## src/rtl/ctrl_sequencer.sv

```systemverilog
// rtl/ctrl_sequencer.sv - start/valid/stop control sequencer with DELAY-aligned copy and done.
// Optional abort input enabled by CTRL_SEQ_ABORT_EN.
module ctrl_sequencer #(
    parameter int CNTW  = 16,
    parameter int DELAY = 3
) (
    input  logic            clk,
    input  logic            xrst,
    input  logic            req,
    input  logic [CNTW-1:0] total,
    input  logic            stall,
`ifdef CTRL_SEQ_ABORT_EN
    input  logic            abort,
`endif
    output logic            out_start,
    output logic            out_valid,
    output logic            out_stop,
    output logic            d_start,
    output logic            d_valid,
    output logic            d_stop,
    output logic            busy,
    output logic            done
);

    typedef enum logic [2:0] {IDLE, START, RUN, STOP, DRAIN} state_t;

    state_t          state, state_n;
    logic [CNTW-1:0] count, count_n;
    logic [CNTW-1:0] total_r, total_n;
    logic            abort_i;

`ifdef CTRL_SEQ_ABORT_EN
    assign abort_i = abort && (state == START || state == RUN);
`else
    assign abort_i = 1'b0;
`endif

    always_ff @(posedge clk) begin
        if (!xrst) begin
            state   <= IDLE;
            count   <= '0;
            total_r <= '0;
        end else begin
            state   <= state_n;
            count   <= count_n;
            total_r <= total_n;
        end
    end

    // Comparing against total_r-1 lets the maximum total run without count wrapping.
    always_comb begin
        state_n = state;
        count_n = count;
        total_n = total_r;
        case (state)
            IDLE: begin
                if (req) begin
                    total_n = total;
                    count_n = '0;
                    state_n = START;
                end
            end
            START: begin
                if (abort_i || total_r == '0)
                    state_n = STOP;
                else
                    state_n = RUN;
            end
            RUN: begin
                if (abort_i) begin
                    state_n = STOP;
                end else if (!stall) begin
                    count_n = count + 1'b1;
                    if (count == total_r - 1'b1)
                        state_n = STOP;
                end
            end
            STOP:    state_n = (DELAY > 0) ? DRAIN : IDLE;
            DRAIN:   if (d_stop) state_n = IDLE;
            default: state_n = IDLE;
        endcase
    end

    assign out_start = (state == START);
    assign out_valid = (state == RUN) && !stall && !abort_i;
    assign out_stop  = (state == STOP);
    assign busy      = (state != IDLE);
    assign done      = (DELAY == 0) ? out_stop : (state == DRAIN && d_stop);

    generate
        if (DELAY == 0) begin : g_nodelay
            assign d_start = out_start;
            assign d_valid = out_valid;
            assign d_stop  = out_stop;
        end else begin : g_delay
            logic [2:0] dl [DELAY];
            // Shifts every cycle regardless of stall so d_* are pure time shifts of out_*.
            always_ff @(posedge clk) begin
                if (!xrst) begin
                    for (int i = 0; i < DELAY; i++) dl[i] <= 3'b000;
                end else begin
                    dl[0] <= {out_start, out_valid, out_stop};
                    for (int i = 1; i < DELAY; i++) dl[i] <= dl[i-1];
                end
            end
            assign {d_start, d_valid, d_stop} = dl[DELAY-1];
        end
    endgenerate

endmodule

```

## config.mk

```make
export PLATFORM = sky130hd
export DESIGN_NAME = ctrl_sequencer
export DESIGN_NICKNAME = d
export VERILOG_FILES = /design/src/rtl/ctrl_sequencer.sv
export SDC_FILE = /design/constraint.sdc
export NUM_CORES = 1
export LEC_CHECK = 0
export BUFFER_PORTS_ARGS = -buffer_cell sky130_fd_sc_hd__buf_2
export CAP_MARGIN = 40
export CELL_PAD_IN_SITES_DETAIL_PLACEMENT = 1
export CELL_PAD_IN_SITES_GLOBAL_PLACEMENT = 1
export CORE_MARGIN = 5
export CORE_UTILIZATION = 31
export DETAILED_ROUTE_END_ITERATION = 6
export MAX_ROUTING_LAYER = met4
export PLACE_DENSITY = 0.69
export SKIP_LAST_GASP = 1
export SYNTH_ARGS = -nofsm -noshare
export SYNTH_HDL_FRONTEND = slang
export SYNTH_SLANG_ARGS = --single-unit
```

## constraint.sdc

```tcl
create_clock -name clk -period 3.3 [get_ports clk]
set_clock_uncertainty 0.2 [all_clocks]
set_input_delay 0 -clock clk [delete_from_list [all_inputs] [get_ports clk]]
set_output_delay 0 -clock clk [all_outputs]
set_load 0.005 [all_outputs]
```

### Word level (Yosys, flattened, before mapping)

Memories as Yosys holds them, arrays and structs flattened.
Index checks and enable logic that the tools add are counted.

| operators by class | value |
|---|---|
| bitwise logic cells | 3 |
| add/subtract/negate cells | 2 |
| mux-type cells | 14 |
| eq/ne operators | 9 |
| reductions and logical operators | 10 |

Operators by type and width:

| operator | count |
|---|---|
| $mux 16 | 2 |
| $pmux 16 s2 | 1 |
| $mux 3 | 7 |
| $add 16x1->16 const B | 1 |
| $eq 16x16->1 | 1 |
| $logic_not 16->1 | 1 |
| $sub 16x1->16 const B | 1 |
| $pmux 3 s5 | 1 |
| $ne 2x2->1 const B | 4 |
| $eq 3x2->1 const B | 2 |
| $reduce_and 4->1 | 1 |
| $eq 3x1->1 const B | 1 |
| $eq 3x3->1 const B | 1 |
| $logic_not 3->1 | 1 |
| $mux 1 | 3 |
| $or 1x1->1 | 3 |
| $reduce_and 3->1 | 1 |
| $reduce_bool 3->1 | 1 |
| $logic_and 1x1->1 | 2 |
| $reduce_and 2->1 | 1 |
| $reduce_bool 2->1 | 1 |
| $logic_not 1->1 | 1 |

| word-level totals | value |
|---|---|
| output and inout bits | 8 |
| memories kept | 1 |
| memory bits (writable) | 9 |
| flip-flop bits (word level) | 35 |
| word-level logic and storage cells | 42 |

Memories:

| name | words | bits a word | read ports | clocked after Yosys merged registers in | wr ports | line | text |
|---|---|---|---|---|---|---|---|
| g_delay.dl | 3 | 3 | 3 | 0 | 3 | 96 | `logic [2:0] dl [DELAY];` |

### Longest topological paths before layout

| depth | value |
|---|---|
| word-level depth | 5 |
| gate-level depth with buffers | 9 |
| depth with buffers taken out | 8 |

### Worst setup path after synthesis

No wires, ideal clock.

| timing path | value |
|---|---|
| path type | reg2reg |
| from | register total_r[8] |
| to | register state[0] |
| required time | 2.980 ns |
| arrival | 2.007 ns |
| setup slack | 0.973 ns |
| setup time | 0.120 ns |
| stages on the path, launching flop included | 8 |
| period minus slack after synthesis | 2.327 ns |
| path through | dfxtp_1 or4_1 buf_2 or4b_1 nand4b_1 nor4_1 and4_1 or2_1 |

| on the way | value |
|---|---|
| cells in the longest elaborated chain, start to end | 4 |
| elaborated cells on any way between the ends | 7 |
| classes of those cells | 1 x add/sub; 2 x eq/ne; 2 x mux; 2 x reduce/logical |

RTL lines:

| element | line | text |
|---|---|---|
| start, declared | 29 | `logic [CNTW-1:0] total_r, total_n;` |
| start signal, assigned | 46 | `total_r <= total_n;` |
| $sub 16x1->16 | 74 | `if (count == total_r - 1'b1)` |
| $eq 16x16->1 | 74 |  |
| $ne 2x2->1 (no line) | - |  |
| $reduce_and 4->1 (no line) | - |  |
| end signal, assigned | 44 | `state <= state_n;` |
| end, declared | 27 | `state_t state, state_n;` |

Several ways; a longest one is shown, not always the timed one.
A chain may end at the register's enable or synchronous reset.

### Worst setup path after layout

Same ends and word-level chain as after synthesis.

==> results.sh <==
export IMPL_clkTransAtPathRegs_ns=0.09
export IMPL_cts_root_buf="clkbuf_8"
export IMPL_end_kind="register"
export IMPL_synth_nets=300
export IMPL_syn_inst=278
export IMPL_dr_pass1_iters=4
export IMPL_clock_latency_ns=0.30
export IMPL_path_class="register to register"
export IMPL_setup_violations=0
export IMPL_hold_class="input pin to register"
export IMPL_power_mw=1.78
export IMPL_h_tree_depth=2
export IMPL_tightestPinTransition_ns=0.698
export IMPL_grt_antenna_before_repair=0
export IMPL_synth_main_ff_cell="dfxtp_1"
export IMPL_grt_pass1_wl_mm=10.1
export IMPL_grt_util_all_layers_pct=14.5
export IMPL_rsz0062_at_grt="no"
export IMPL_core_area_sq_um=7180
export IMPL_drtIter0Drc=73
export IMPL_synthArstFlopShare_pct=0
export IMPL_synthTopCellsByArea="dfxtp_1, nand2_1, xor2_1"
export IMPL_via_per_inst=4.89
export IMPL_grt_max_degree=23
export IMPL_ys_warnings_count=0
export IMPL_maxCapViolations=0
export IMPL_critical_path_arrival_ns=2.46
export IMPL_antenna_cells=0
export IMPL_avgSynthCellArea_sq_um=8.10
export IMPL_setup_ws_ns=0.824
export IMPL_dieArea_sq_um=9060
export IMPL_clockBufferDepth=2
export IMPL_synth_area_sq_um=2250
export IMPL_slew_violations=0
export IMPL_yosysMostFrequentCell="dfxtp_1"
export IMPL_cp_data_required_time_ns=3.29
export IMPL_wl_per_cell_um=14.0
export IMPL_io_pins=28
export IMPL_powerDensity_nw_per_um2=639
export IMPL_vias=2065
export IMPL_final_core_util_pct=38.9
export IMPL_cts_buffers=5
export IMPL_vdd_drop_max_mv=0.295
export IMPL_post_dp_hpwl_mm=4.38
export IMPL_final_antenna_net_count=0
export IMPL_yosysTopAreaCell="dfxtp_1"
export IMPL_cp_start_kind="register"
export IMPL_hold_viol=0
export IMPL_cts_tree="done"
export IMPL_wirelength_mm=5.92
export IMPL_relSlewSlack_pct=53.4
export IMPL_die_w_um=95.2
export IMPL_drive_gt1_share_pct=12.7
export IMPL_status="completed"
export IMPL_fp_dieH_um=95.2
export IMPL_finalSetupTns_ns=0
export IMPL_synth_seq_cells=44
export IMPL_crit_path_max_fanout=7
export IMPL_drc=0
export IMPL_synth_top_cell_area_share_pct=39.1
export IMPL_period_needed_ns=2.48
export IMPL_ys_top_cells_by_count="dfxtp_1, nand2_1, nor2_1"
export IMPL_gp_congestion=0.850
export IMPL_cts_hold_buf=20
export IMPL_post_cts_buffers=0
export IMPL_yosysSeqAreaShare_pct=39.1
export IMPL_post_cts_resized=0
export IMPL_finalCritPeriodShare_pct=75.0
export IMPL_io_buffers=27
export IMPL_fp_row_count=31
export IMPL_nNetsFinal=344
export IMPL_static_leakage_power_nw=1.07
export IMPL_ys_types=48
export IMPL_cts_sinks=44
export IMPL_synth_edff_count=0
export IMPL_syn2layout_area_growth_pct=24.0
export IMPL_globalRouteOverflowTotal=0
export IMPL_grt_pass1_vias=2153
export IMPL_dp_slack_ns=0.840
export IMPL_fmax_ghz=0.404
export IMPL_start_util_pct=31.4
[metrics by stage]
step / cell area [sq um] / hold WS [ns] / cells
global placement: 2470 / 0.0350 / 393
floorplan: 2250 / -0.154 / 278
global route: 2790 / 0.179 / 422
detailed placement: 2470 / 0.0405 / 394
CTS: 2790 / 0.127 / 422
finish: 2790 / 0.126 / 422
[placed cells by master (no fill, tap or decap), types with 6 or more instances in the layout]
master and n:
xor2_1 16, nor2b_1 7, o21ai_0 6, nor3_1 8, xnor2_1 14, nand2_1 43, inv_1 7, nor4_1 6
dfxtp_1 44, buf_2 27, nor2_1 26, or3_1 6, a21oi_1 22, and2_1 9, dlygate4sd3_1 20
[layout make-up]
class                      instances  area (sq um)
clock buffer                       5          68.8
clock inverter                     3          46.3
fill                             888          4390
inverter                           7          26.3
multi-input combinational        215          1290
sequential                        44           881
tap                               99           124
timing repair buffer              49           350
[layer usage]
layer / share of wire (%) / GRT usage (%)
met2: 49 / 25.4
met3: 3.0 / 2.45
met5: 0 / -
met4: 1.8 / 4.57
met1: 46 / 17.0
[cells by family after synthesis]
kind of cell             count (synthesis)  share of synthesized area [%]
AO/OA/AOI/OAI                           44                           12.3
XOR/XNOR                                30                           11.7
adder cells (fa/ha/maj)                  2                           1.11
buffers and inverters                   19                           3.61
flip-flops                              44                           39.1
AND/OR/NAND/NOR                        139                           32.1
[worst max-delay path, stage by stage (launching register included)]
cell	delay [ns]
dfxtp_1	0.37
or4_1	0.69
or4b_1	0.55
nand4b_1	0.11
nor4_1	0.05
and4_1	0.19
or2_1	0.22
[power breakdown]
| group | leakage [nW] | switching [mW] | internal (mW) | total [mW] |
|---|---|---|---|---|
| Clock | 0.0548 | 0.197 | 0.228 | 0.425 |
| Sequential | 0.358 | 0.0958 | 0.594 | 0.690 |
| Combinational | 0.654 | 0.377 | 0.289 | 0.666 |
| Total | 1.07 | 0.670 | 1.11 | 1.78 |
[state kept, by name, summed over array words and instances (netlist names)]
| signal | count |
|---|---|
| count | 16 |
| total_r | 16 |
| g_delay.dl | 9 |
| state | 3 |
[path summary, 6_finish.rpt]
kind,from,endpoint,slack [ns],cells after the start
max reg2reg,total_r[8]$_SDFFE_PN0P_,state[0]$_SDFFE_PN0P_,0.82,6
min reg2reg,g_delay.dl[0][3]$_SDFF_PN0_,g_delay.dl[0][6]$_SDFF_PN0_,0.24,1
max,total_r[8]$_SDFFE_PN0P_,state[0]$_SDFFE_PN0P_,0.82,6
min,req,count[2]$_SDFFE_PN0P_,0.13,6
Note: power is estimated with default switching activity, not from simulation.
